<file path="src/rtl/tlu_emulator_pkg.sv">
// tlu_emulator_pkg: FSM state encoding and register map shared by the TLU emulator
package tlu_emulator_pkg;
    typedef enum logic [1:0] {IDLE, TRIG, SHIFT, RELEASE} tlu_state_t;
    localparam logic [15:0] ADDR_VERSION     = 16'd0;
    localparam logic [15:0] ADDR_CONF        = 16'd1;
    localparam logic [15:0] ADDR_PERIOD_LO   = 16'd2;
    localparam logic [15:0] ADDR_PERIOD_HI   = 16'd3;
    localparam logic [15:0] ADDR_TIMEOUT_LO  = 16'd4;
    localparam logic [15:0] ADDR_TIMEOUT_HI  = 16'd5;
    localparam logic [15:0] ADDR_TRIG_NUM_LO = 16'd6;
    localparam logic [15:0] ADDR_TRIG_NUM_HI = 16'd7;
    localparam logic [15:0] ADDR_STATUS      = 16'd8;
endpackage

</file>
<file path="src/rtl/tlu_emulator_sync_edge_detect.sv">
// sync_edge_detect: 2-FF synchroniser with edge pulses derived from the synchronised level
module sync_edge_detect (
    input  logic BUS_CLK,
    input  logic BUS_RST,
    input  logic din,
    output logic level,
    output logic rise,
    output logic fall
);
    logic meta, sync, prev;
    always_ff @(posedge BUS_CLK) begin
        if (BUS_RST) {meta, sync, prev} <= 3'b000;
        else {meta, sync, prev} <= {din, meta, sync};
    end
    assign level = sync;
    assign rise  = sync & ~prev;
    assign fall  = ~sync & prev;
endmodule

</file>
<file path="src/rtl/tlu_emulator.sv">
// tlu_emulator: TLU-side trigger handshake emulator on an 8-bit register bus
module tlu_emulator
    import tlu_emulator_pkg::*;
#(
    parameter int         TRIG_NUM_BITS = 15,
    parameter logic [7:0] VERSION       = 8'd1
) (
    input  logic                     BUS_CLK,
    input  logic                     BUS_RST,
    input  logic [15:0]              BUS_ADD,
    input  logic [7:0]               BUS_DATA_IN,
    input  logic                     BUS_RD,
    input  logic                     BUS_WR,
    output logic [7:0]               BUS_DATA_OUT,
    input  logic                     TLU_CLOCK,
    input  logic                     TLU_BUSY,
    output logic                     TLU_TRIGGER,
    output logic [TRIG_NUM_BITS-1:0] TRIGGER_COUNT,
    output logic                     TIMEOUT_ERR
);
    tlu_state_t state;
    logic busy_sync, busy_rise, busy_fall, clk_level, clk_rise, clk_fall, unused_sync;
    logic enable, mode, single_pending, last_bit, wr_soft, start, timed_out;
    logic [15:0] period, timeout, since_start, state_cnt, preset, count16;
    logic [7:0] trig_lo, rd_data;
    logic [TRIG_NUM_BITS-1:0] num;
    logic [3:0] k;

    sync_edge_detect i_sync_clk (.BUS_CLK(BUS_CLK), .BUS_RST(BUS_RST), .din(TLU_CLOCK),
                                 .level(clk_level), .rise(clk_rise), .fall(clk_fall));
    sync_edge_detect i_sync_busy (.BUS_CLK(BUS_CLK), .BUS_RST(BUS_RST), .din(TLU_BUSY),
                                  .level(busy_sync), .rise(busy_rise), .fall(busy_fall));
    assign unused_sync = &{clk_level, busy_rise, busy_fall};

    assign wr_soft   = BUS_WR && BUS_ADD == ADDR_VERSION;
    assign start     = state == IDLE && (single_pending || (enable && since_start >= period));
    assign timed_out = state != IDLE && timeout != 16'd0 && state_cnt >= timeout - 16'd1;
    assign preset    = {BUS_DATA_IN, trig_lo};
    assign count16   = 16'(TRIGGER_COUNT);
    assign rd_data   = BUS_ADD == ADDR_VERSION     ? VERSION :
                       BUS_ADD == ADDR_CONF        ? {5'd0, single_pending, mode, enable} :
                       BUS_ADD == ADDR_PERIOD_LO   ? period[7:0] :
                       BUS_ADD == ADDR_PERIOD_HI   ? period[15:8] :
                       BUS_ADD == ADDR_TIMEOUT_LO  ? timeout[7:0] :
                       BUS_ADD == ADDR_TIMEOUT_HI  ? timeout[15:8] :
                       BUS_ADD == ADDR_TRIG_NUM_LO ? count16[7:0] :
                       BUS_ADD == ADDR_TRIG_NUM_HI ? count16[15:8] :
                       BUS_ADD == ADDR_STATUS      ? {4'd0, single_pending, TIMEOUT_ERR, state != IDLE, busy_sync} :
                                                     8'd0;

    // Configuration survives a soft reset; only the hard reset clears it.
    always_ff @(posedge BUS_CLK) begin
        if (BUS_RST) begin
            {mode, enable} <= 2'b00;
            period         <= 16'd0;
            timeout        <= 16'd0;
        end else if (BUS_WR) begin
            if (BUS_ADD == ADDR_CONF)       {mode, enable} <= BUS_DATA_IN[1:0];
            if (BUS_ADD == ADDR_PERIOD_LO)  period[7:0]    <= BUS_DATA_IN;
            if (BUS_ADD == ADDR_PERIOD_HI)  period[15:8]   <= BUS_DATA_IN;
            if (BUS_ADD == ADDR_TIMEOUT_LO) timeout[7:0]   <= BUS_DATA_IN;
            if (BUS_ADD == ADDR_TIMEOUT_HI) timeout[15:8]  <= BUS_DATA_IN;
        end
    end

    always_ff @(posedge BUS_CLK) begin
        if (BUS_RST || wr_soft) BUS_DATA_OUT <= 8'd0;
        else if (BUS_RD) BUS_DATA_OUT <= rd_data;
    end

    always_ff @(posedge BUS_CLK) begin
        if (BUS_RST || wr_soft) begin
            state          <= IDLE;
            TLU_TRIGGER    <= 1'b0;
            TRIGGER_COUNT  <= '0;
            TIMEOUT_ERR    <= 1'b0;
            single_pending <= 1'b0;
            since_start    <= 16'd0;
            state_cnt      <= 16'd0;
            trig_lo        <= 8'd0;
            num            <= '0;
            k              <= 4'd0;
            last_bit       <= 1'b0;
        end else begin
            // Cleared to 1 so that a start lands exactly PERIOD cycles after the previous one.
            since_start <= start ? 16'd1 : since_start + 16'(since_start != 16'hFFFF);
            state_cnt   <= state_cnt + 16'd1;
            if (BUS_WR && BUS_ADD == ADDR_TRIG_NUM_LO) trig_lo <= BUS_DATA_IN;
            if (BUS_WR && BUS_ADD == ADDR_CONF && BUS_DATA_IN[2] && !single_pending) single_pending <= 1'b1;
            else if (start) single_pending <= 1'b0;
            if (timed_out) begin
                state       <= IDLE;
                TLU_TRIGGER <= 1'b0;
                TIMEOUT_ERR <= 1'b1;
                state_cnt   <= 16'd0;
            end else begin
                case (state)
                    IDLE: if (start) begin
                        state         <= TRIG;
                        TLU_TRIGGER   <= 1'b1;
                        num           <= TRIGGER_COUNT;
                        TRIGGER_COUNT <= TRIGGER_COUNT + TRIG_NUM_BITS'(1);
                        state_cnt     <= 16'd0;
                    end
                    TRIG: if (busy_sync) begin
                        state       <= mode ? SHIFT : RELEASE;
                        TLU_TRIGGER <= 1'b0;
                        k           <= 4'd0;
                        last_bit    <= 1'b0;
                        state_cnt   <= 16'd0;
                    end
                    SHIFT: if (last_bit && clk_fall) begin
                        state       <= RELEASE;
                        TLU_TRIGGER <= 1'b0;
                        state_cnt   <= 16'd0;
                    end else if (!last_bit && clk_rise) begin
                        TLU_TRIGGER <= num[k];
                        k           <= k + 4'd1;
                        last_bit    <= k == 4'(TRIG_NUM_BITS - 1);
                    end
                    RELEASE: if (!busy_sync) begin
                        state     <= IDLE;
                        state_cnt <= 16'd0;
                    end
                    default: state <= IDLE;
                endcase
            end
            if (BUS_WR && BUS_ADD == ADDR_TRIG_NUM_HI) TRIGGER_COUNT <= preset[TRIG_NUM_BITS-1:0];
        end
    end
endmodule

</file>
<file path="config.mk">
export PLATFORM = sky130hd
export DESIGN_NAME = tlu_emulator
export DESIGN_NICKNAME = d
export VERILOG_FILES = /design/src/rtl/tlu_emulator_pkg.sv /design/src/rtl/tlu_emulator_sync_edge_detect.sv /design/src/rtl/tlu_emulator.sv
export SDC_FILE = /design/constraint.sdc
export NUM_CORES = 1
export LEC_CHECK = 0
export BUFFER_PORTS_ARGS = -buffer_cell sky130_fd_sc_hd__buf_4
export CORE_MARGIN = 10
export CORE_UTILIZATION = 60
export CTS_BUF_LIST = sky130_fd_sc_hd__clkbuf_8 sky130_fd_sc_hd__clkbuf_16
export DETAILED_ROUTE_END_ITERATION = 10
export MAX_ROUTING_LAYER = met4
export PLACE_DENSITY = 0.87
export SLEW_MARGIN = 30
export SYNTH_ARGS = -nofsm -noshare
export SYNTH_HDL_FRONTEND = slang
export SYNTH_HIERARCHICAL = 1
export SYNTH_SLANG_ARGS = --single-unit
</file>
<file path="constraint.sdc">
create_clock -name BUS_CLK -period 6.3 [get_ports BUS_CLK]
set_input_delay 1.26 -clock BUS_CLK [delete_from_list [all_inputs] [get_ports BUS_CLK]]
set_output_delay 1.26 -clock BUS_CLK [all_outputs]
set_load 0.005 [all_outputs]
</file>
## Yosys cells after proc, flatten, opt, wreduce, memory -nomap -nowiden

Index checks and enable logic that the tools add are counted.

- Register bits: 127
- Input port bits: 30
- Output and inout bits: 25
- Logic and storage cells: 136

- Add/sub/neg operators: 5
- Order comparisons: 3
- Equality and inequality tests: 21
- Muxes and demuxes: 41
- Bitwise operators: 5
- Reduce and logical (&&, ||, !) cells: 37

Operators by type and width:

| operator | count |
|---|---|
| 16-bit by 3-bit == test with 1-bit output, second input constant | 4 |
| 16-bit 2-to-1 mux | 4 |
| 16-bit case mux with 4 select lines | 1 |
| 15-bit 2-to-1 mux | 4 |
| 8-bit 2-to-1 mux | 7 |
| 16-bit by 2-bit == test with 1-bit output, second input constant | 2 |
| 16-bit greater-or-equal comparator | 2 |
| 16-bit by 1-bit adder with 16-bit output | 1 |
| 16-bit by 1-bit adder with 16-bit output, second input constant | 1 |
| 16-bit by 1-bit == test with 1-bit output, second input constant | 1 |
| 16-bit by 4-bit == test with 1-bit output, second input constant | 1 |
| 16-bit logical NOT | 1 |
| 4-bit 2-to-1 mux | 4 |
| 16-bit != test, second input constant | 1 |
| 16-bit nonzero test | 1 |
| 16-bit by 1-bit subtractor with 16-bit output, second input constant | 1 |
| 15-bit by 1-bit adder with 15-bit output, second input constant | 1 |
| 1-bit logical AND | 12 |
| 1-bit 2-to-1 mux | 11 |
| 2-bit != test, second input constant | 5 |
| 2-bit AND reduction | 5 |
| 2-bit nonzero test | 5 |
| 2-bit 2-to-1 mux | 4 |
| 2-bit case mux with 4 select lines | 1 |
| other kinds (22) | 32 |

## Logic depth before layout (Yosys ltp)

Gate-level depths: netlist of the first run.

- Depth in word-level cells: 10
- Gate-level depth with buffers: 16
- Depth with buffers taken out: 15

## Modules after synthesis

The synthesis of the first run kept the hierarchy.

By module, submodules not included:

| module | times used | cells an instance | area each (um^2) | sequential area each (um^2) |
|---|---|---|---|---|
| tlu_emulator | 1 | 775 | 6,767.7 | 2,442.3 |
| sync_edge_detect | 2 | 8 | 91.3 | 60.1 |

## Least setup slack after synthesis of the first run

OpenSTA, ideal clock, no wires.

- Kind: register to register
- Start: reg timeout[2]
- End: reg last_bit
- Setup time: 119 ps
- Arrival: 3,375 ps
- Data required time: 6,181 ps
- Setup slack: 2,807 ps
- Stages on the path, launching flop included: 16
- Buffers on the path: 0
- Clock period less this slack: 3,493 ps
- Path through: dfxtp_1 > nor4_1 > nand2b_1 > nor2_1 > nor4b_1 > nand2_1 > nor3_1 > xnor2_1 > ha_1 > nand4_1 > nor3_1 > nor2_1 > o21a_1 > a221oi_1 > nor3b_1 > o221a_2

- Cells in the longest elaborated chain, start to end: 5
- Elaborated cells on any way between the ends: 7
- Classes of those cells: add/sub (1); order compare (1); bitwise (1); reduce/logical (4)

Ends and longest elaborated chain:

| what | RTL line | text |
|---|---|---|
| start, declared | tlu_emulator.sv:24 | `logic [15:0] period, timeout, since_start, state_cnt, preset, count16;` |
| start signal, assigned | tlu_emulator.sv:56 | `timeout <= 16'd0;` |
| start signal, assigned | tlu_emulator.sv:61 | `if (BUS_ADD == ADDR_TIMEOUT_LO) timeout[7:0] <= BUS_DATA_IN;` |
| 16-bit by 1-bit subtractor with 16-bit output / 16-bit nonzero test (equally long branches) | tlu_emulator.sv:37 | `assign timed_out = state != IDLE && timeout != 16'd0 && state_cnt >= timeout - 16'd1;` |
| 16-bit greater-or-equal comparator / 1-bit logical AND (equally long branches) | tlu_emulator.sv:37 |  |
| 1-bit logical AND (*) | tlu_emulator.sv:37 |  |
| 1-bit NOT (no line) (*) | n/a |  |
| 5-bit AND reduction (no line) (*) | n/a |  |
| end signal, assigned | tlu_emulator.sv:119 | `last_bit <= k == 4'(TRIG_NUM_BITS - 1);` |
| end, declared | tlu_emulator.sv:23 | `logic enable, mode, single_pending, last_bit, wr_soft, start, timed_out;` |

Every way passes the cells marked *; elsewhere a longest branch is shown, timed or not.
A chain may end at the register's enable or synchronous reset.

## Worst setup path after layout of the first run

- Start: reg timeout[2]
- End: reg k[1]

- Cells in the longest elaborated chain, start to end: 5
- Elaborated cells on any way between the ends: 7
- Classes of those cells: add/sub (1); order compare (1); bitwise (1); reduce/logical (4)

Ends and longest elaborated chain:

| what | RTL line | text |
|---|---|---|
| 16-bit by 1-bit subtractor with 16-bit output / 16-bit nonzero test (equally long branches) | tlu_emulator.sv:37 |  |
| 16-bit greater-or-equal comparator / 1-bit logical AND (equally long branches) | tlu_emulator.sv:37 |  |
| 1-bit logical AND (*) | tlu_emulator.sv:37 |  |
| 1-bit NOT (no line) (*) | n/a |  |
| 5-bit AND reduction (no line) (*) | n/a |  |
| end signal, assigned | tlu_emulator.sv:118 | `k <= k + 4'd1;` |
| end, declared | tlu_emulator.sv:27 | `logic [3:0] k;` |

Marked as above.

==> results of run 1 <==
## cell type report
class	count	area [um^2]	share of cell area, %
well taps	143	179	2.25
clock inverters	11	93.8	1.18
clock buffers	20	467	5.88
multi-input cells	591	4100	51.6
inverters	33	124	1.56
repair buffers	57	435	5.48
flip-flops and latches	127	2540	32.0
## routing by layer
layer | track usage [%] | up-vias
met5 | - | -
met4 | 9.91 | 0
li1 | - | 2876
met2 | 36.2 | 355
met1 | 28.6 | 2950
met3 | 6.49 | 67
## power by group
part	leakage (nW)	switching, W	internal [W]
registers	1.02	0.00000585	0.000809
clock network	0.269	0.000359	0.000566
logic	2.08	0.0000514	0.0000280
## worst paths after layout
kind	start	endpoint	slack [ns]	depth (start not counted)
worst min register to register	i_sync_busy/meta$_SDFF_PP0_	i_sync_busy/level$_SDFF_PP0_	0.45	1
worst max register to register	timeout[2]$_SDFFE_PP0P_	k[1]$_SDFFE_PP0P_	1.82	15
worst max-delay path	timeout[2]$_SDFFE_PP0P_	k[1]$_SDFFE_PP0P_	1.82	15
worst min-delay path	i_sync_busy/meta$_SDFF_PP0_	i_sync_busy/level$_SDFF_PP0_	0.45	1
## layout by cell type, fill, tap and decap left out, types with 5 or more instances in the layout
master	instances
inv_1	35
dfxtp_1	127
nand2b_1	7
ha_1	43
nor3_1	7
o211ai_1	8
nand3_1	23
mux2_2	5
o2111ai_1	5
nand4_1	12
a22o_1	13
mux2i_1	45
a211oi_1	9
xnor2_1	26
a22oi_1	6
clkinvlp_4	5
xor2_1	26
nor2_1	104
and3_1	14
buf_4	56
clkbuf_16	17
o21ai_0	24
mux4_2	10
a21oi_1	43
nand2_1	79
nor4_1	10
nor2b_1	11
## per-stage QoR
stage,power (W),std cells
after global routing,0.00187,982
after floorplan,0.000874,787
final,0.00182,982
after detailed placement,0.000908,950
after CTS,0.00182,981
after global placement,0.000906,950
## state kept, by name, summed over array words and instances (netlist names), 2 cells and up
register,count
num,15
state_cnt,16
trig_lo,8
k,4
TRIGGER_COUNT,15
since_start,16
timeout,16
period,16
state,2
BUS_DATA_OUT,8
## critical path, stage by stage, from the launching register on
cell	delay, ns
dfxtp_1	0.36
nor4_1	0.37
nand2b_1	0.15
nor2_1	0.16
nor4b_1	0.51
nand2_1	0.19
nor3_1	0.25
xnor2_1	0.11
ha_1	0.32
nand4_1	0.16
nor3_1	0.22
nor2_1	0.06
o21a_1	0.13
a221oi_1	0.87
nor2_1	0.21
a32o_1	0.29
==> results.toml, run 1 <==
[worst_hold_path]
hold_class = "reg2reg"

[finish]
drive_gt1_share_pct = 13.7
final_area_um2 = 7940
fin_util_pct = 69.8
n_fill_cell = 861
num-nets-final = 900
syn2layout_area_growth_pct = 14.9
antenna_cells = 0

[synthesis]
synthCells = 787
yosysWarnings = 6
postSynthAreaPerCell_um2 = 8.78
syn_nets = 860
synth.cell_area_um2 = 6910

[sta]
max-slew-margin-rel_pct = 32.9
final.setup_skew_ns = 0.00588
worst_pin_slew_ns = 1.01
post-route-period-util_pct = 71.1
setup_slack_ns = 1.82
grt_setup_unrepaired = "no"
fmax_mhz = 223
hold_viol_final = 0
setup_viol = 0
fin_setup_tns_ns = 0
min_period_ns = 4.48
maxSlewViolCount = 0
hold_slack_ns = 0.454

[floorplan]
ios = 55
design.die.area_um2 = 16200
coreArea_um2 = 11400
chipHeight_um = 127
start_util_pct = 60.8
rows = 39
chipWidth_um = 127

[route]
top_layer_used = "met4"
drtPass1Iterations = 8
wl_met1_um = 7670
wirelength_um = 18800
dr_wl_met3_um = 1860
drc_errors = 0
viasPerCell = 6.36
wl_per_cell_um = 19.2
vias = 6248
route.met2.wl_um = 8610
drtIter0Drc = 717
ant_nets = 0

[clocking]
insertion_delay_ns = 0.43
cts_root_buffer = "clkbuf_16"
cts_resized = 0
cts_hold_buf = 0
clock_path_buffers = 2
cts_sinks = 127
cts_tree = "built"
htree_num_levels = 4
cts_setup_buffers = 0
numCtsBuffers = 17
clk_pin_slew_ns = 0.06

[power_and_ir_drop]
power_density_nw_per_um2 = 229
p_leak_nw = 3.37
peakVddDrop_mv = 0.350

[run]
maxCapViolations = 0

[global_routing]
first_global_vias = 6040
antenna_found_initial = 0
grt_max_degree = 45
grt_pass1_wl_um = 30400
grt-ovfl-total = 0
grt_util_all_layers_pct = 23.6

[critical_path]
worstPathArrival_ns = 4.79
crit_type = "reg2reg"
crit_path_max_fanout = 7
start_kind = "flip-flop"
required_ns = 6.61
worstSetupEndpointType = "flip-flop"

[placement]
placed_area_um2 = 7360
gp_congestion = 0.985
post-place-ws_ns = 2.08
portBuffers = 54
dp_hpwl_um = 13000

[status]
outcome = "finished clean"
No activity file was read; power rests on OpenSTA's default activity.
==> run 2, diff against run 1 <==
==> constraint.sdc (replaced) <==
create_clock -name BUS_CLK -period 4.5 [get_ports BUS_CLK]
set_input_delay 0.9 -clock BUS_CLK [delete_from_list [all_inputs] [get_ports BUS_CLK]]
set_output_delay 0.9 -clock BUS_CLK [all_outputs]
set_load 0.005 [all_outputs]
==> run 2 against run 1 <==
Effect of this change: clock power grew 70%; critical path depth is the same; critical endpoint is now state_cnt[3]$_SDFF_PP0_; utilization is 1.1 points higher; power grew 55%; register-to-register slack worse by 1.3 ns; fmax grew 11%; cell count rose by 0.31%; global-route usage decreased by 0.21 points; die area stayed put.
==> results.toml, run 2 (same netlist as run 1, synthesis figures left out) <==
[floorplan]
chipHeight_um = 127
design.die.area_um2 = 16200
coreArea_um2 = 11400
start_util_pct = 60.8
rows = 39
ios = 55
chipWidth_um = 127

[placement]
gp_congestion = 0.909
dp.cells = 953
dp_hpwl_um = 13100
post-place-ws_ns = 0.615
portBuffers = 54
placed_area_um2 = 7390

[power_and_ir_drop]
power_switching_w = 0.000599
power_density_nw_per_um2 = 350
swShare_pct = 21.2
clock_power_share_pct = 55.7
design_power_total_w = 0.00282
peakVddDrop_mv = 0.372
p_int_w = 0.00222
power_frac_comb_pct = 3.9
p_leak_nw = 3.44
power_frac_seq_pct = 40.4

[global_routing]
antenna_found_initial = 0
grt_util_all_layers_pct = 23.4
grt_max_degree = 45
grt_pass1_wl_um = 29800
first_global_vias = 5845
grt-ovfl-total = 0

[sta]
setup_viol = 0
hold_viol_final = 0
min_period_ns = 4.03
setup_slack_ns = 0.474
max-slew-margin-rel_pct = 42.1
grt_setup_unrepaired = "no"
post-route-period-util_pct = 89.5
fin_setup_tns_ns = 0
worst_pin_slew_ns = 0.869
final.setup_skew_ns = 0.00789
fmax_mhz = 248
maxSlewViolCount = 0

[clocking]
clock_path_buffers = 2
clk_pin_slew_ns = 0.06
cts_root_buffer = "clkbuf_16"
cts_sinks = 127
htree_num_levels = 4
cts_setup_buffers = 0
cts_hold_buf = 0
cts_resized = 0
insertion_delay_ns = 0.43
cts_tree = "built"
numCtsBuffers = 17

[route]
viasPerCell = 6.28
ant_nets = 0
drc_errors = 0
wirelength_um = 18700
vias = 6183
drtPass1Iterations = 6
wl_per_cell_um = 18.9
drtIter0Drc = 822

[finish]
antenna_cells = 0
syn2layout_area_growth_pct = 16.7
num-nets-final = 902
mostFrequentLayoutCell = "dfxtp_1"
n_fill_cell = 826
final_area_um2 = 8070
regArea_um2 = 2540
layout_common_cells = "dfxtp_1 (127), nor2_1 (104), nand2_1 (79)"
multi_input_area_um2 = 4100
drive_gt1_share_pct = 14.1
fin_cells = 985

[status]
outcome = "finished clean"

[critical_path]
crit_path_max_fanout = 16
crit_type = "reg2reg"
worstSetupEndpointType = "flip-flop"
required_ns = 4.78
rr_worst_depth = 15
crit_start = "timeout[2]$_SDFFE_PP0P_"
worstPathArrival_ns = 4.30
start_kind = "flip-flop"
r2r_start = "timeout[2]$_SDFFE_PP0P_"

[worst_hold_path]
hold_class = "reg2reg"
whs_path_depth = 1
hp-start = "i_sync_clk/meta$_SDFF_PP0_"

[run]
maxCapViolations = 0
-- run 2: power by group through the flow --
stage / logic, W / registers [W] / clock network, W
after global placement: 0.000106 / 0.00116 / 0
after CTS: 0.000109 / 0.00114 / 0.00158
after floorplan: 0.0000616 / 0.00116 / 0
final: 0.000110 / 0.00114 / 0.00157
after global routing: 0.000119 / 0.00114 / 0.00164
after detailed placement: 0.000107 / 0.00116 / 0
-- run 2: cell type report --
class,count,share of cell area [%]
flip-flops and latches,127,31.5
clock buffers,18,5.45
well taps,143,2.22
repair buffers,59,5.49
inverters,33,1.54
clock inverters,14,2.98
multi-input cells,591,50.8
-- run 2: metal layers --
| layer | track usage [%] | up-vias | routed length (um) |
|---|---|---|---|
| li1 | - | 2878 | - |
| met1 | 28.7 | 2899 | 7570 |
| met2 | 35.7 | 332 | 8710 |
| met3 | 5.96 | 74 | 1730 |
| met4 | 10.0 | 0 | 646 |
| met5 | - | - | 0 |
-- run 2: final timing paths --
| check | endpoint | slack [ns] |
|---|---|---|
| setup reg to reg | state_cnt[3]$_SDFF_PP0_ | 0.47 |
| hold reg to reg | i_sync_clk/level$_SDFF_PP0_ | 0.44 |
| hold / removal | i_sync_clk/level$_SDFF_PP0_ | 0.44 |
| setup / recovery | state_cnt[3]$_SDFF_PP0_ | 0.47 |
-- run 2: critical path, cell delays in order, from the launching register on --
cell and delay, ns:
dfxtp_1 0.36, nor4_1 0.40, nand2b_1 0.15, nor2_1 0.14, nor4b_1 0.57, nand2_1 0.18
nor3_1 0.22, xnor2_1 0.11, ha_1 0.31, nand4_1 0.15, nor3_1 0.21, nor2_1 0.06
o21a_1 0.12, a221o_1 0.45, o2111ai_2 0.30, nor2_1 0.14
-- run 2: through the flow --
| stage | utilization (%) | hold WS [ns] |
|---|---|---|
| after floorplan | - | 0.414 |
| after global placement | 65.0 | 0.430 |
| after detailed placement | 65.0 | 0.428 |
| after CTS | 70.9 | 0.441 |
| after global routing | 70.9 | 0.459 |
| final | 70.9 | 0.439 |
